**src/rtl/card_deal_arbiter_if.sv**
```systemverilog
// Game-side and LUT-side signals of the card deal arbiter.
// The arbiter takes the slave modport; the game FSM / LUT side takes the master modport.
interface card_deal_arbiter_if;
    logic       clr;
    logic       req_p;
    logic       req_d;
    logic       lut_pip;
    logic [3:0] lut_number;
    logic       card_valid;
    logic       card_owner;
    logic [3:0] card_value;
    logic [2:0] card_slot;
    logic       ack_p;
    logic       ack_d;
    logic       rej_p;
    logic       rej_d;
    logic [2:0] p_count;
    logic [2:0] d_count;
    logic       busy;
    logic       err_timeout;

    modport slave (
        input  clr, req_p, req_d, lut_number,
        output lut_pip, card_valid, card_owner, card_value, card_slot,
               ack_p, ack_d, rej_p, rej_d, p_count, d_count, busy, err_timeout
    );

    modport master (
        output clr, req_p, req_d, lut_number,
        input  lut_pip, card_valid, card_owner, card_value, card_slot,
               ack_p, ack_d, rej_p, rej_d, p_count, d_count, busy, err_timeout
    );
endinterface

```
**src/rtl/card_deal_arbiter.sv**
```systemverilog
// Round-robin arbiter sharing one card LUT between player and dealer.
// Issues a pip, waits for a legal card, delivers it with owner/slot and enforces the hand limit.
module card_deal_arbiter #(
    parameter int LUT_LATENCY = 1,
    parameter int MAX_CARDS   = 5,
    parameter int TIMEOUT     = 15
) (
    input logic                clk,
    input logic                rst,
    card_deal_arbiter_if.slave bus
);
    typedef enum logic [1:0] {S_IDLE, S_ISSUE, S_WAIT, S_DELIVER} state_t;

    localparam logic [3:0] WAIT_LAST = 4'(TIMEOUT - 1);
    localparam logic [2:0] CNT_MAX   = 3'(MAX_CARDS);

    state_t     state_q, state_d;
    logic [3:0] wait_cnt_q, wait_cnt_d;
    logic [3:0] value_q, value_d;
    logic       owner_q, owner_d;
    logic       last_owner_q, last_owner_d;

    logic [1:0] req;
    logic [1:0] full;
    logic [1:0] eligible;
    logic [1:0] rej;
    logic [2:0] cnt [2];
    logic       legal;
    logic       sample_en;
    logic       grant_owner;
    logic       err_pulse;
    logic       deliver;

    // index 0 = player, 1 = dealer
    assign req       = {bus.req_d, bus.req_p};
    assign legal     = (bus.lut_number != 4'd0) && (bus.lut_number <= 4'd13);
    assign sample_en = ({1'b0, wait_cnt_q} + 5'd1) >= 5'(LUT_LATENCY);
    assign deliver   = (state_q == S_DELIVER);

    generate
        for (genvar gi = 0; gi < 2; gi++) begin : g_owner
            logic [2:0] cnt_q;
            logic       rej_q;
            logic       rej_d;
            logic       inc;

            assign full[gi]     = (cnt_q >= CNT_MAX);
            assign eligible[gi] = req[gi] && !full[gi];
            // refusal toggles so a held request is refused every other cycle
            assign rej_d        = (state_q == S_IDLE) && req[gi] && full[gi] && !rej_q;
            assign inc          = deliver && (owner_q == 1'(gi));
            assign cnt[gi]      = cnt_q;
            assign rej[gi]      = rej_q;

            always_ff @(posedge clk) begin
                if (rst || bus.clr) begin
                    cnt_q <= '0;
                    rej_q <= 1'b0;
                end else begin
                    rej_q <= rej_d;
                    if (inc && (cnt_q < CNT_MAX)) begin
                        cnt_q <= cnt_q + 3'd1;
                    end
                end
            end
        end
    endgenerate

    always_ff @(posedge clk) begin
        if (rst) begin
            state_q      <= S_IDLE;
            wait_cnt_q   <= '0;
            value_q      <= '0;
            owner_q      <= 1'b0;
            last_owner_q <= 1'b1;
        end else begin
            state_q      <= state_d;
            wait_cnt_q   <= wait_cnt_d;
            value_q      <= value_d;
            owner_q      <= owner_d;
            last_owner_q <= last_owner_d;
        end
    end

    always_comb begin
        state_d      = state_q;
        wait_cnt_d   = wait_cnt_q;
        value_d      = value_q;
        owner_d      = owner_q;
        last_owner_d = last_owner_q;
        err_pulse    = 1'b0;

        // a tie goes to whichever owner was not served last
        if (eligible[0] && eligible[1]) begin
            grant_owner = ~last_owner_q;
        end else begin
            grant_owner = eligible[1];
        end

        case (state_q)
            S_IDLE: begin
                if (|eligible) begin
                    owner_d = grant_owner;
                    state_d = S_ISSUE;
                end
            end
            S_ISSUE: begin
                wait_cnt_d = '0;
                state_d    = S_WAIT;
            end
            S_WAIT: begin
                wait_cnt_d = wait_cnt_q + 4'd1;
                if (sample_en && legal) begin
                    value_d = bus.lut_number;
                    state_d = S_DELIVER;
                end else if (wait_cnt_q == WAIT_LAST) begin
                    err_pulse = 1'b1;
                    state_d   = S_IDLE;
                end
            end
            S_DELIVER: begin
                last_owner_d = owner_q;
                state_d      = S_IDLE;
            end
            default: state_d = S_IDLE;
        endcase

        if (bus.clr) begin
            state_d      = S_IDLE;
            last_owner_d = 1'b1;
            err_pulse    = 1'b0;
        end
    end

    assign bus.lut_pip     = (state_q == S_ISSUE);
    assign bus.card_valid  = deliver;
    assign bus.card_owner  = deliver & owner_q;
    assign bus.card_value  = deliver ? value_q : 4'd0;
    assign bus.card_slot   = deliver ? cnt[owner_q] : 3'd0;
    assign bus.ack_p       = deliver & ~owner_q;
    assign bus.ack_d       = deliver & owner_q;
    assign bus.rej_p       = rej[0];
    assign bus.rej_d       = rej[1];
    assign bus.p_count     = cnt[0];
    assign bus.d_count     = cnt[1];
    assign bus.busy        = (state_q != S_IDLE);
    assign bus.err_timeout = err_pulse;
endmodule
```
**src/flat_wrapper.sv**
```systemverilog
// flat-port wrapper written by rule: the top's interface ports become plain ports
module card_deal_arbiter_flat 
#(
    parameter int LUT_LATENCY = 1,
    parameter int MAX_CARDS   = 5,
    parameter int TIMEOUT     = 15
)
  (clk, rst, bus_clr, bus_req_p, bus_req_d, bus_lut_number, bus_lut_pip, bus_card_valid, bus_card_owner, bus_card_value, bus_card_slot, bus_ack_p, bus_ack_d, bus_rej_p, bus_rej_d, bus_p_count, bus_d_count, bus_busy, bus_err_timeout);
  card_deal_arbiter_if bus_i ();
  input logic clk;
  input logic rst;
  input wire logic [$bits(bus_i.clr)-1:0] bus_clr;
  input wire logic [$bits(bus_i.req_p)-1:0] bus_req_p;
  input wire logic [$bits(bus_i.req_d)-1:0] bus_req_d;
  input wire logic [$bits(bus_i.lut_number)-1:0] bus_lut_number;
  output wire logic [$bits(bus_i.lut_pip)-1:0] bus_lut_pip;
  output wire logic [$bits(bus_i.card_valid)-1:0] bus_card_valid;
  output wire logic [$bits(bus_i.card_owner)-1:0] bus_card_owner;
  output wire logic [$bits(bus_i.card_value)-1:0] bus_card_value;
  output wire logic [$bits(bus_i.card_slot)-1:0] bus_card_slot;
  output wire logic [$bits(bus_i.ack_p)-1:0] bus_ack_p;
  output wire logic [$bits(bus_i.ack_d)-1:0] bus_ack_d;
  output wire logic [$bits(bus_i.rej_p)-1:0] bus_rej_p;
  output wire logic [$bits(bus_i.rej_d)-1:0] bus_rej_d;
  output wire logic [$bits(bus_i.p_count)-1:0] bus_p_count;
  output wire logic [$bits(bus_i.d_count)-1:0] bus_d_count;
  output wire logic [$bits(bus_i.busy)-1:0] bus_busy;
  output wire logic [$bits(bus_i.err_timeout)-1:0] bus_err_timeout;
  assign bus_i.clr = bus_clr;
  assign bus_i.req_p = bus_req_p;
  assign bus_i.req_d = bus_req_d;
  assign bus_i.lut_number = bus_lut_number;
  assign bus_lut_pip = bus_i.lut_pip;
  assign bus_card_valid = bus_i.card_valid;
  assign bus_card_owner = bus_i.card_owner;
  assign bus_card_value = bus_i.card_value;
  assign bus_card_slot = bus_i.card_slot;
  assign bus_ack_p = bus_i.ack_p;
  assign bus_ack_d = bus_i.ack_d;
  assign bus_rej_p = bus_i.rej_p;
  assign bus_rej_d = bus_i.rej_d;
  assign bus_p_count = bus_i.p_count;
  assign bus_d_count = bus_i.d_count;
  assign bus_busy = bus_i.busy;
  assign bus_err_timeout = bus_i.err_timeout;
  card_deal_arbiter #(.LUT_LATENCY(LUT_LATENCY), .MAX_CARDS(MAX_CARDS), .TIMEOUT(TIMEOUT)) u_core (.clk(clk), .rst(rst), .bus(bus_i));
endmodule
```
**config.mk**
```make
export PLATFORM = sky130hd
export DESIGN_NAME = card_deal_arbiter_flat
export DESIGN_NICKNAME = d
export VERILOG_FILES = /design/src/rtl/card_deal_arbiter_if.sv /design/src/rtl/card_deal_arbiter.sv /design/src/flat_wrapper.sv
export SDC_FILE = /design/constraint.sdc
export NUM_CORES = 1
export LEC_CHECK = 0
export ABC_CLOCK_PERIOD_IN_PS = 5250
export BUFFER_PORTS_ARGS = -buffer_cell sky130_fd_sc_hd__buf_2
export CAP_MARGIN = 20
export CORE_MARGIN = 2
export CORE_UTILIZATION = 34
export DETAILED_ROUTE_END_ITERATION = 10
export GPL_TIMING_DRIVEN = 0
export PLACE_DENSITY_LB_ADDON = 0.1
export SLEW_MARGIN = 20
export SYNTH_ARGS = -nofsm -noshare
export SYNTH_HDL_FRONTEND = slang
export SYNTH_SLANG_ARGS = --single-unit
```
**constraint.sdc**
```tcl
create_clock -name clk -period 5.25 [get_ports clk]
set_clock_uncertainty 0.1 [all_clocks]
set_input_delay 0.7875 -clock clk [delete_from_list [all_inputs] [get_ports clk]]
set_output_delay 0.7875 -clock clk [all_outputs]
set_load 0.03 [all_outputs]
```
==> summary.md <==
| Metric | Value |
|---|---|
| Synth Register Bits | 20 |
| Largest family of logic cells by synthesized area | simple AND/OR/NAND/NOR gates |
| Power share of the clock group | around 33% |
| Ys async rst share | 0% |
| CTS tree | yes |
| Number of port buffers | 30 |
| GRT Util Overall | ~14% |
| Maxcap violations | 0 |
| Final wirelength | 2680 um |
| Gpl congestion | ~0.83 |
| Worst slack, placed | 2.22 ns |
| Gate Count Post-Synth | around 150 |
| Sw Ratio | 24.4% |
| Worst-Skew Late Latency | roughly 0.30 ns |
| Synthesized-area fraction occupied by xor and xnor cells | 0% |
| Int Pwr | 0.208 mW |
| Post-Layout Cell Count | 226 |
| Final Hold Viols | 0 |
| DIE HEIGHT | roughly 64 um |
| Synth Net Count | about 170 |
| First-pass GRT wire length | 4690 um |
| Avg Cell Area, Syn | 8.49 um^2 |
| CTS root buf | clkbuf_4 |
| RSZ-0062 raised after global routing | no |
| Die ar. | 4150 um^2 |
| Clk sinks | 20 |
| Post-synthesis mux area share | under 10% |
| Ratio of final minimum period to clock period | 61.3% |
| Relative slew slack | between 70% and 80% |
| Number of global-route vias before repair | 1,097 |
| Chip Width | 64.4 um |
| Overflow after GRT | 0 |
| DRC | 0 |
| Final antenna diode count | 0 |
| Slew Limit Fails | 0 |
| YS warnings | 0 |
| DP Area | 1450 um^2 |
| Worst Hold Class | flip-flop to flip-flop |
| Number of H-tree levels | 1 |
| Number of flops mapped to enable cells by yosys | 0 |
| Post-route ant nets | 0 |
| Filler Cells Inserted | 375 |
| Layout area overhead | 19.7% |
| Hold path cells | 1 |
| Logic pwr share | about a tenth |
| Clk buf depth | 2 |
| Placeable core area | 3420 um^2 |
| Pin count of the biggest net entering global routing | 12 |
| Synth Area in Simple Gates | 24.8% |
| Placed insts | 222 |
| Synth Area in Compound Gates | between 15 and 20% |
| Share of cells above drive strength 1 | 23.9% |
| Commonest register cell after synthesis | dfxtp_1 |
| 1st-iter DRT viols | 37 |
| Post-synthesis sequential area ratio | about 32% |
| CP Data Required Time | between 4 and 5 ns |
| Crit path DAT | 2.33 ns |
| Worst vdd ir | 0.0000936 V |
| CP Max Fanout | 4 |
| DP HPWL | ~2200 um |
| Rows | 21 |
| P_leak | 0.639 nW |
| Setup Buffers After CTS | 0 |
| Ports | 31 |
| Post-layout util | roughly 43% |
| Initial Utilization | approximately 36% |
| Post-layout min period | 3.22 ns |
| CP Class | flip-flop to output port |
| Worst Tran Pin Value | 0.380 ns |
| Multi-input logic area | 759 um^2 |
| R2R depth | 7 |
| Endpoints failing setup | 0 |
| Distinct cells, synth | 36 |
| PD cells | around 190 nW/um^2 |
| Switch Pwr | 0.0670 mW |
| Number of vias per cell | between 5 and 6 |
| Flop pwr share | a little under three fifths |
| Via count | 1,142 |
| Status | finished clean |
| Min Hold Slack | 0.325 ns |
| Reg area | ~400 um^2 |
| WL per Instance | 11.9 um |
| Cell area after synthesis | 1240 um^2 |
| Post_cts resized | 0 |
| Post-Route Setup TNS | 0 ns |
| Design area | around 1500 um^2 |
| # nets final | around 200 |
| CTS Buf Count | 3 |
| First drt pass iteration count | 4 |
| Post-CTS Hold Fix Bufs | 0 |
| Final setup margin | 2.03 ns |
| Worst Setup End Kind | output port |
| Startpoint types | flip-flop |
| Clk pin slew, worst setup/hold paths | 0.12 ns |
| Antenna violations before repair | 0 |
| Total power | 0.275 mW |
| Max frequency | 0.311 GHz |
| Adder-cell share of the synthesized area | 11.1% |
[cell usage in the layout (no fill, tap or decap), drive strengths merged]
cell type,instances
a22oi,1
a221o,1
o21bai,1
inv,11
nor4b,3
nor2,9
a211o,1
a311oi,2
a211oi,2
nand3,7
a31oi,2
nor4,2
a2111oi,1
buf,33
o31ai,2
or2,1
mux2i,8
nor2b,4
nor3,1
and2,4
a21oi,13
and3,3
and3b,1
dfxtp,20
ha,11
clkbuf,8
nand2,9
o21ai,5
mux2,1
o21ba,1
nor3b,2
nand2b,10
[critical path, cell delays in order, from the launching register on]
cell       delay, ns
dfxtp_1         0.40
inv_1           0.10
ha_1            0.31
nor4b_1         0.31
o21ai_1         0.18
a2111oi_0       0.45
buf_2           0.27
[cell usage after synthesis, types with 2 or more instances]
master     n  area share [%]
a311oi_1   2             1.4
dfxtp_1   20              32
a31oi_1    2             1.0
a211oi_1   2             1.2
nor4_1     2             1.0
a21oi_1   13             5.2
nor4b_1    3             2.1
nand3_1    7             2.8
and2_1     4             2.0
inv_1     11             3.3
ha_1      11              11
and3_1     3             1.5
nand2b_1  10             5.0
nor3b_1    2             1.2
nand2_1    9             2.7
nor2b_1    4             2.0
mux2i_1    8             6.5
clkbuf_1   4             1.2
nor2_1     9             2.7
o21ai_0    4             1.6
[layout make-up]
cell class	instances	share of cell area, %
tap	46	3.88
sequential	20	27.0
multi-input combinational	108	51.2
timing repair buffer	30	10.1
inverter	11	2.78
clock buffer	4	2.45
buffer	7	2.61
[metal layers]
metal	track usage [%]	part of all wire [%]
met5	0	0
met3	2.82	3.9
met4	3.99	0.63
met1	15.2	42
met2	27.7	54
[flip-flops by register name, indices dropped and copies added, names as in the netlist]
register and flops:
u_core.state_q 2, u_core.value_q 4, u_core.bus.rej_p 1, u_core.last_owner_q 1, u_core.bus.rej_d 1, u_core.owner_q 1, u_core.bus.d_count 3, u_core.wait_cnt_q 4
u_core.bus.p_count 3
[power groups by stage]
| stage | clock network, mW | logic [mW] | registers [mW] |
|---|---|---|---|
| finish | 0.0907 | 0.0294 | 0.155 |
| CTS | 0.0953 | 0.0297 | 0.155 |
| global route | 0.105 | 0.0330 | 0.155 |
| global placement | 0 | 0.0292 | 0.158 |
| floorplan | 0 | 0.0202 | 0.158 |
| detailed placement | 0 | 0.0296 | 0.158 |
[cell families (layout without fill, tap and decap cells)]
kind of cell | after synthesis | after routing
compound gates | 32 | 32
flops | 20 | 20
fa+ha+maj | 11 | 11
simple gates | 56 | 56
buf+inv | 18 | 52
mux | 9 | 9
[path summary, 6_finish.rpt]
| kind | from | to | slack (ns) |
|---|---|---|---|
| worst min register to register | u_core.bus.rej_p | u_core.bus.rej_p | 0.33 |
| worst max-delay path | u_core.wait_cnt_q[0] | bus_err_timeout | 2.03 |
| worst max register to register | u_core.wait_cnt_q[0] | u_core.value_q[2] | 3.27 |
| worst min-delay path | u_core.bus.rej_p | u_core.bus.rej_p | 0.33 |
Note: power is estimated with default switching activity, not from simulation.
